## config.mk

```make
export PLATFORM = sky130hd
export DESIGN_NAME = trig_capture_ctrl
export DESIGN_NICKNAME = d
export VERILOG_FILES = /design/src/rtl/trig_capture_ctrl_pkg.sv /design/src/rtl/trig_capture_ctrl_trig_detect.sv /design/src/rtl/trig_capture_ctrl.sv
export SDC_FILE = /design/constraint.sdc
export NUM_CORES = 1
export LEC_CHECK = 0
export CORE_MARGIN = 4
export CORE_UTILIZATION = 61
export DETAILED_ROUTE_END_ITERATION = 7
export PLACE_DENSITY = 0.87
export SLEW_MARGIN = 0
export SYNTH_ARGS = -nofsm -noshare
export SYNTH_HDL_FRONTEND = slang
export SYNTH_SLANG_ARGS = --single-unit
```

## constraint.sdc

```tcl
create_clock -name clk -period 9.65 [get_ports clk]
set_input_delay 1.93 -clock clk [delete_from_list [all_inputs] [get_ports clk]]
set_output_delay 1.93 -clock clk [all_outputs]
set_load 0.05 [all_outputs]
```

## src/rtl/trig_capture_ctrl_pkg.sv

```systemverilog
// trig_capture_ctrl_pkg: capture FSM state encoding and trigger edge constants
package trig_capture_ctrl_pkg;
  typedef enum logic [2:0] {IDLE, PRE, WAIT, POST, READ} state_t;
  localparam logic EDGE_RISE = 1'b1;
  localparam logic EDGE_FALL = 1'b0;
endpackage

```

## src/rtl/trig_capture_ctrl_trig_detect.sv

```systemverilog
// trig_detect: remembers the previous strobed sample and flags a threshold crossing
module trig_detect
  import trig_capture_ctrl_pkg::*;
#(
  parameter int DATA_W = 12
) (
  input  logic              clk,
  input  logic              rst,
  input  logic              clr,
  input  logic              upd,
  input  logic              trig_edge,
  input  logic [DATA_W-1:0] trig_level,
  input  logic [DATA_W-1:0] sample_data,
  output logic              hit
);
  logic [DATA_W-1:0] prev;
  logic              loaded;
  always_ff @(posedge clk or posedge rst) begin
    if (rst) begin
      prev   <= '0;
      loaded <= 1'b0;
    end else begin
      if (upd) prev <= sample_data;
      loaded <= clr ? 1'b0 : (loaded | upd);
    end
  end
  assign hit = loaded &
    (((trig_edge == EDGE_RISE) & (prev < trig_level) & (sample_data >= trig_level)) |
     ((trig_edge == EDGE_FALL) & (prev >= trig_level) & (sample_data < trig_level)));
endmodule

```

## src/rtl/trig_capture_ctrl.sv

```systemverilog
// trig_capture_ctrl: pre/post-trigger capture into an external circular buffer, then readout
module trig_capture_ctrl
  import trig_capture_ctrl_pkg::*;
#(
  parameter int DATA_W = 12,
  parameter int ADDR_W = 10,
  parameter int DEPTH  = 1000
) (
  input  logic              clk,
  input  logic              rst,
  input  logic              arm,
  input  logic              abort,
  input  logic              force_trig,
  input  logic              trig_edge,
  input  logic [DATA_W-1:0] trig_level,
  input  logic [ADDR_W-1:0] pre_len,
  input  logic              sample_en,
  input  logic [DATA_W-1:0] sample_data,
  input  logic              rd_req,
  output logic              buf_wr_en,
  output logic [ADDR_W-1:0] buf_wr_addr,
  output logic              buf_rd_en,
  output logic [ADDR_W-1:0] buf_rd_addr,
  output logic              rd_valid,
  output logic              rd_last,
  output logic              busy,
  output logic              triggered,
  output logic              done,
  output logic [ADDR_W-1:0] trig_addr
);
  localparam logic [ADDR_W:0]   DEPTH_X = (ADDR_W+1)'(DEPTH);
  localparam logic [ADDR_W-1:0] LAST    = ADDR_W'(DEPTH - 1);
  state_t            state, state_nx;
  logic [ADDR_W-1:0] wr_ptr, rd_ptr, p_reg, p_arm, start_addr;
  logic [ADDR_W:0]   cnt, post_total;
  logic              hit, trig, post_done, rd_fin;
  trig_detect #(.DATA_W(DATA_W)) u_det (
    .clk         (clk),
    .rst         (rst),
    .clr         (state == IDLE),
    .upd         (buf_wr_en),
    .trig_edge   (trig_edge),
    .trig_level  (trig_level),
    .sample_data (sample_data),
    .hit         (hit)
  );
  assign p_arm       = ({1'b0, pre_len} > DEPTH_X - 1'b1) ? LAST : pre_len;
  assign post_total  = DEPTH_X - {1'b0, p_reg};
  assign post_done   = cnt >= post_total;
  assign trig        = ~abort & (state == WAIT) & sample_en & (force_trig | hit);
  assign rd_fin      = cnt == DEPTH_X - 1'b1;
  assign start_addr  = (trig_addr >= p_reg) ? trig_addr - p_reg
                     : ADDR_W'({1'b0, trig_addr} + DEPTH_X - {1'b0, p_reg});
  assign buf_wr_addr = wr_ptr;
  assign buf_rd_addr = rd_ptr;
  assign busy        = state != IDLE;
  assign done        = state == READ;
  always_ff @(posedge clk or posedge rst) begin
    if (rst) state <= IDLE;
    else     state <= state_nx;
  end
  always_comb begin
    state_nx  = state;
    buf_wr_en = 1'b0;
    buf_rd_en = 1'b0;
    if (abort) state_nx = IDLE;
    else begin
      case (state)
        IDLE: if (arm) state_nx = (p_arm == '0) ? WAIT : PRE;
        PRE: begin
          buf_wr_en = sample_en;
          if (sample_en && cnt + 1'b1 == {1'b0, p_reg}) state_nx = WAIT;
        end
        WAIT: begin
          buf_wr_en = sample_en;
          if (trig) state_nx = POST;
        end
        POST: begin
          // a full buffer (trigger was the only post sample) must not overwrite the oldest word
          buf_wr_en = sample_en & ~post_done;
          if (post_done || (sample_en && cnt + 1'b1 == post_total)) state_nx = READ;
        end
        READ: begin
          buf_rd_en = rd_req;
          if (rd_req && rd_fin) state_nx = IDLE;
        end
        default: state_nx = IDLE;
      endcase
    end
  end
  always_ff @(posedge clk or posedge rst) begin
    if (rst) begin
      wr_ptr    <= '0;
      rd_ptr    <= '0;
      cnt       <= '0;
      p_reg     <= '0;
      trig_addr <= '0;
      triggered <= 1'b0;
      rd_valid  <= 1'b0;
      rd_last   <= 1'b0;
    end else begin
      rd_valid  <= buf_rd_en;
      rd_last   <= buf_rd_en & rd_fin;
      triggered <= (state_nx != IDLE) & (triggered | trig);
      if (buf_wr_en) wr_ptr <= (wr_ptr == LAST) ? '0 : wr_ptr + 1'b1;
      if (buf_rd_en) rd_ptr <= (rd_ptr == LAST) ? '0 : rd_ptr + 1'b1;
      if (state == IDLE && arm && !abort) begin
        wr_ptr <= '0;
        cnt    <= '0;
        p_reg  <= p_arm;
      end else if (trig) begin
        trig_addr <= wr_ptr;
        cnt       <= (ADDR_W+1)'(1);
      end else if (state_nx == READ && state != READ) begin
        rd_ptr <= start_addr;
        cnt    <= '0;
      end else if (buf_wr_en | buf_rd_en) cnt <= cnt + 1'b1;
    end
  end
endmodule

```

==> results.yml <==
synthesis:
  synth_top_cell_area_share_pct: 29.85
  ys.flop_type: "dfrtp_1"
  ys_ff_latch: 70
  ys_async_sr_fraction_pct: 100.0
  synthTopCellsByArea: "dfrtp_1, ha_1, xnor2_1"
  yosysWarnings: 0
  synthesis.nets: 781
  avgSynthCellArea_sq_um: 8.732
  ys_seq_area_share_pct: 29.85
  synth_top_area_cell: "dfrtp_1"
  synthesis.area_sq_um: 5868
  ys_types: 72
  synth_enable_flop_cells: 0
  synth_cells: 672
placed_design:
  placement.io_buffers: 78
  dp_cells: 865
  hpwlAfterDp_um: 12980
  place_area_sq_um: 6736
  post-place-ws_ns: 2.885
  place_congestion: 0.9299
clock_tree:
  ctsHoldBuffers: 0
  cts.repair.resized: 0
  ctsRootBufferMaster: "clkbuf_8"
  cts.clk_slew.worst_paths_ns: 0.09
  clock-sinks: 70
  cts_buffers: 9
  cts_tree: "yes"
  clkLatencyLatePin_ns: 0.36
  cts_htree_levels: 3
  cts_buffer_depth: 2
  post_cts_buffers: 0
floorplan:
  rows: 35
  fp.dieArea_sq_um: 11250
  fp.dieH_um: 106.1
  dieWidth_um: 106.1
  core-area_sq_um: 9284
  pin_count: 79
  floorplan.initialDensity_pct: 63.21
power:
  p_switching_uw: 795.1
  pwr-share-clk_pct: 14.7
  p_comb_share_pct: 58.9
  report.power.total_mw: 1.673
  ir_drop_uv: 147.5
  p_per_area_nw_per_um2: 241.3
  seqPwrFrac_pct: 26.5
  intPower_uw: 877.7
  p_leak_nw: 2.973
  sw_frac_of_total_pct: 47.53
timing:
  worst_pin_slew_ns: 1.116
  rsz0062_at_grt: "no"
  fin_crit_sh_pct: 70.67
  hold_viol_final: 0
  setup_slack_ns: 2.830
  finalSetupViolations: 0
  finalMaxSlewViolations: 0
  skew_ns: 0.01199
  finalCriticalPeriod_ns: 6.820
  maxSlewHeadroom_pct: 25.60
  fmax_ghz: 0.1466
  setup_tns_ns: 0
  holdWs_ns: 0.5063
grt:
  grt_pass1_wl_um: 26640
  track_usage_pct: 29.74
  antenna_found_initial: 0
  overflow: 0
  grt_max_degree: 71
  grt_pass1_vias: 5403
finish:
  register_area_sq_um: 1752
  nNetsFinal: 856
  fillCellCount: 683
  final_area_sq_um: 6932
  area_growth_pct: 18.12
  fin_util_pct: 74.66
  drive_gt1_share_pct: 5.452
  layout_common_cells: "clkdlybuf4s50_1, dfrtp_1, ha_1"
  stdcell_count: 881
  diodes: 0
  biggestRegsByFlops: "u_det.prev: 12 flops, cnt: 11 flops"
  regMostFlops: "u_det.prev"
  largest_reg_flops: 12
  mostFrequentLayoutCell: "clkdlybuf4s50_1"
  multi_input_area_sq_um: 3787
critical_path:
  max_stage_delay_ns: 0.96
  crit_type: "in2out"
  critPathMostFrequentCell: "clkdlybuf4s50_1"
  cp_cell_sequence: "clkdlybuf4s50_1, or3b_1, or2_2, nor2_2, clkdlybuf4s50_1"
  required_ns: 7.72
  endpoint_kind: "output pin"
  start_kind: "input port"
  crit_family: "buffers and inverters"
  arrival_ns: 4.89
  path_max_fanout: 17
  cp_num_buf_inv: 2
  slowest_stage: "clkdlybuf4s50_1"
drt:
  drc: 0
  routedWlPerCell_um: 18.72
  totalWireLength_um: 16490
  firstDrtPassIters: 4
  vias: 5495
  vias_per_cell: 6.237
  ant_nets: 0
  drt_iter0_drc: 367
job:
  max_cap_viol_count: 0
status:
  status: "complete, no violations"
hold_path:
  hp-class: "reg2reg"
==> cell usage after synthesis, drive strengths merged, types with 6 or more instances <==
cell type and n:
and2 8, xnor2 38, nand3 27, and3 7
a21o 9, nor2b 7, clkbuf 6, nor3 21
nand4 16, o21ai 38, dfrtp 70, nand2 55
a21oi 46, buf 13, mux2i 12, xor2 8
a211oi 8, o211ai 10, and4 6, mux2 14
inv 58, ha 62, nor2 47
==> power groups by stage <==
stage                     sequential, mW  clock (mW)  combinational, mW
after floorplan                    0.495           0              0.656
after global routing               0.454       0.263               1.09
after CTS                          0.441       0.246              0.980
after detailed placement           0.446           0              0.973
final                              0.443       0.245              0.985
after global placement             0.442           0              0.941
==> path summary, 6_finish.rpt <==
| path | startpoint | to | slack, ns | cells after the start |
|---|---|---|---|---|
| max reg2reg | p_reg[1] | cnt[2] | 5.65 | 13 |
| max in group asynchronous | rst | triggered | 6.91 | 3 |
| max | abort | buf_wr_en | 2.83 | 5 |
| min | u_det.prev[10] | u_det.prev[10] | 0.51 | 1 |
| min reg2reg | u_det.prev[10] | u_det.prev[10] | 0.51 | 1 |
| min in group asynchronous | rst | buf_wr_addr[6] | 2.14 | 3 |
==> per-layer routing <==
| layer | part of all wire (%) | vias to the layer above | GRT usage [%] | wire length, um |
|---|---|---|---|---|
| met5 | 0 | - | 0 | 0 |
| li1 | - | 2580 | - | - |
| met4 | 4.1 | 0 | 13.32 | 675 |
| met2 | 49 | 261 | 49.64 | 8001 |
| met3 | 7.3 | 49 | 5.039 | 1209 |
| met1 | 40 | 2605 | 37.94 | 6601 |
==> cell type report <==
type | instances | share of cell area (%)
tap | 129 | 2.329
multi-input combinational | 525 | 54.64
clock inverter | 7 | 1.029
clock buffer | 9 | 1.787
inverter | 58 | 3.141
sequential | 70 | 25.27
timing repair buffer | 83 | 11.81
==> cells by family (layout without fill, tap and decap cells) <==
logic type / count (synthesis) / count (layout) / synth area share, %
flops: 70 / 70 / 29.85
mux: 26 / 26 / 4.734
fa+ha+maj: 67 / 67 / 14.93
buf+inv: 77 / 157 / 5.608
simple gates: 227 / 227 / 19.94
compound gates: 158 / 158 / 17.70
xor+xnor: 47 / 47 / 7.250
Note: power is estimated with default switching activity, not from simulation.
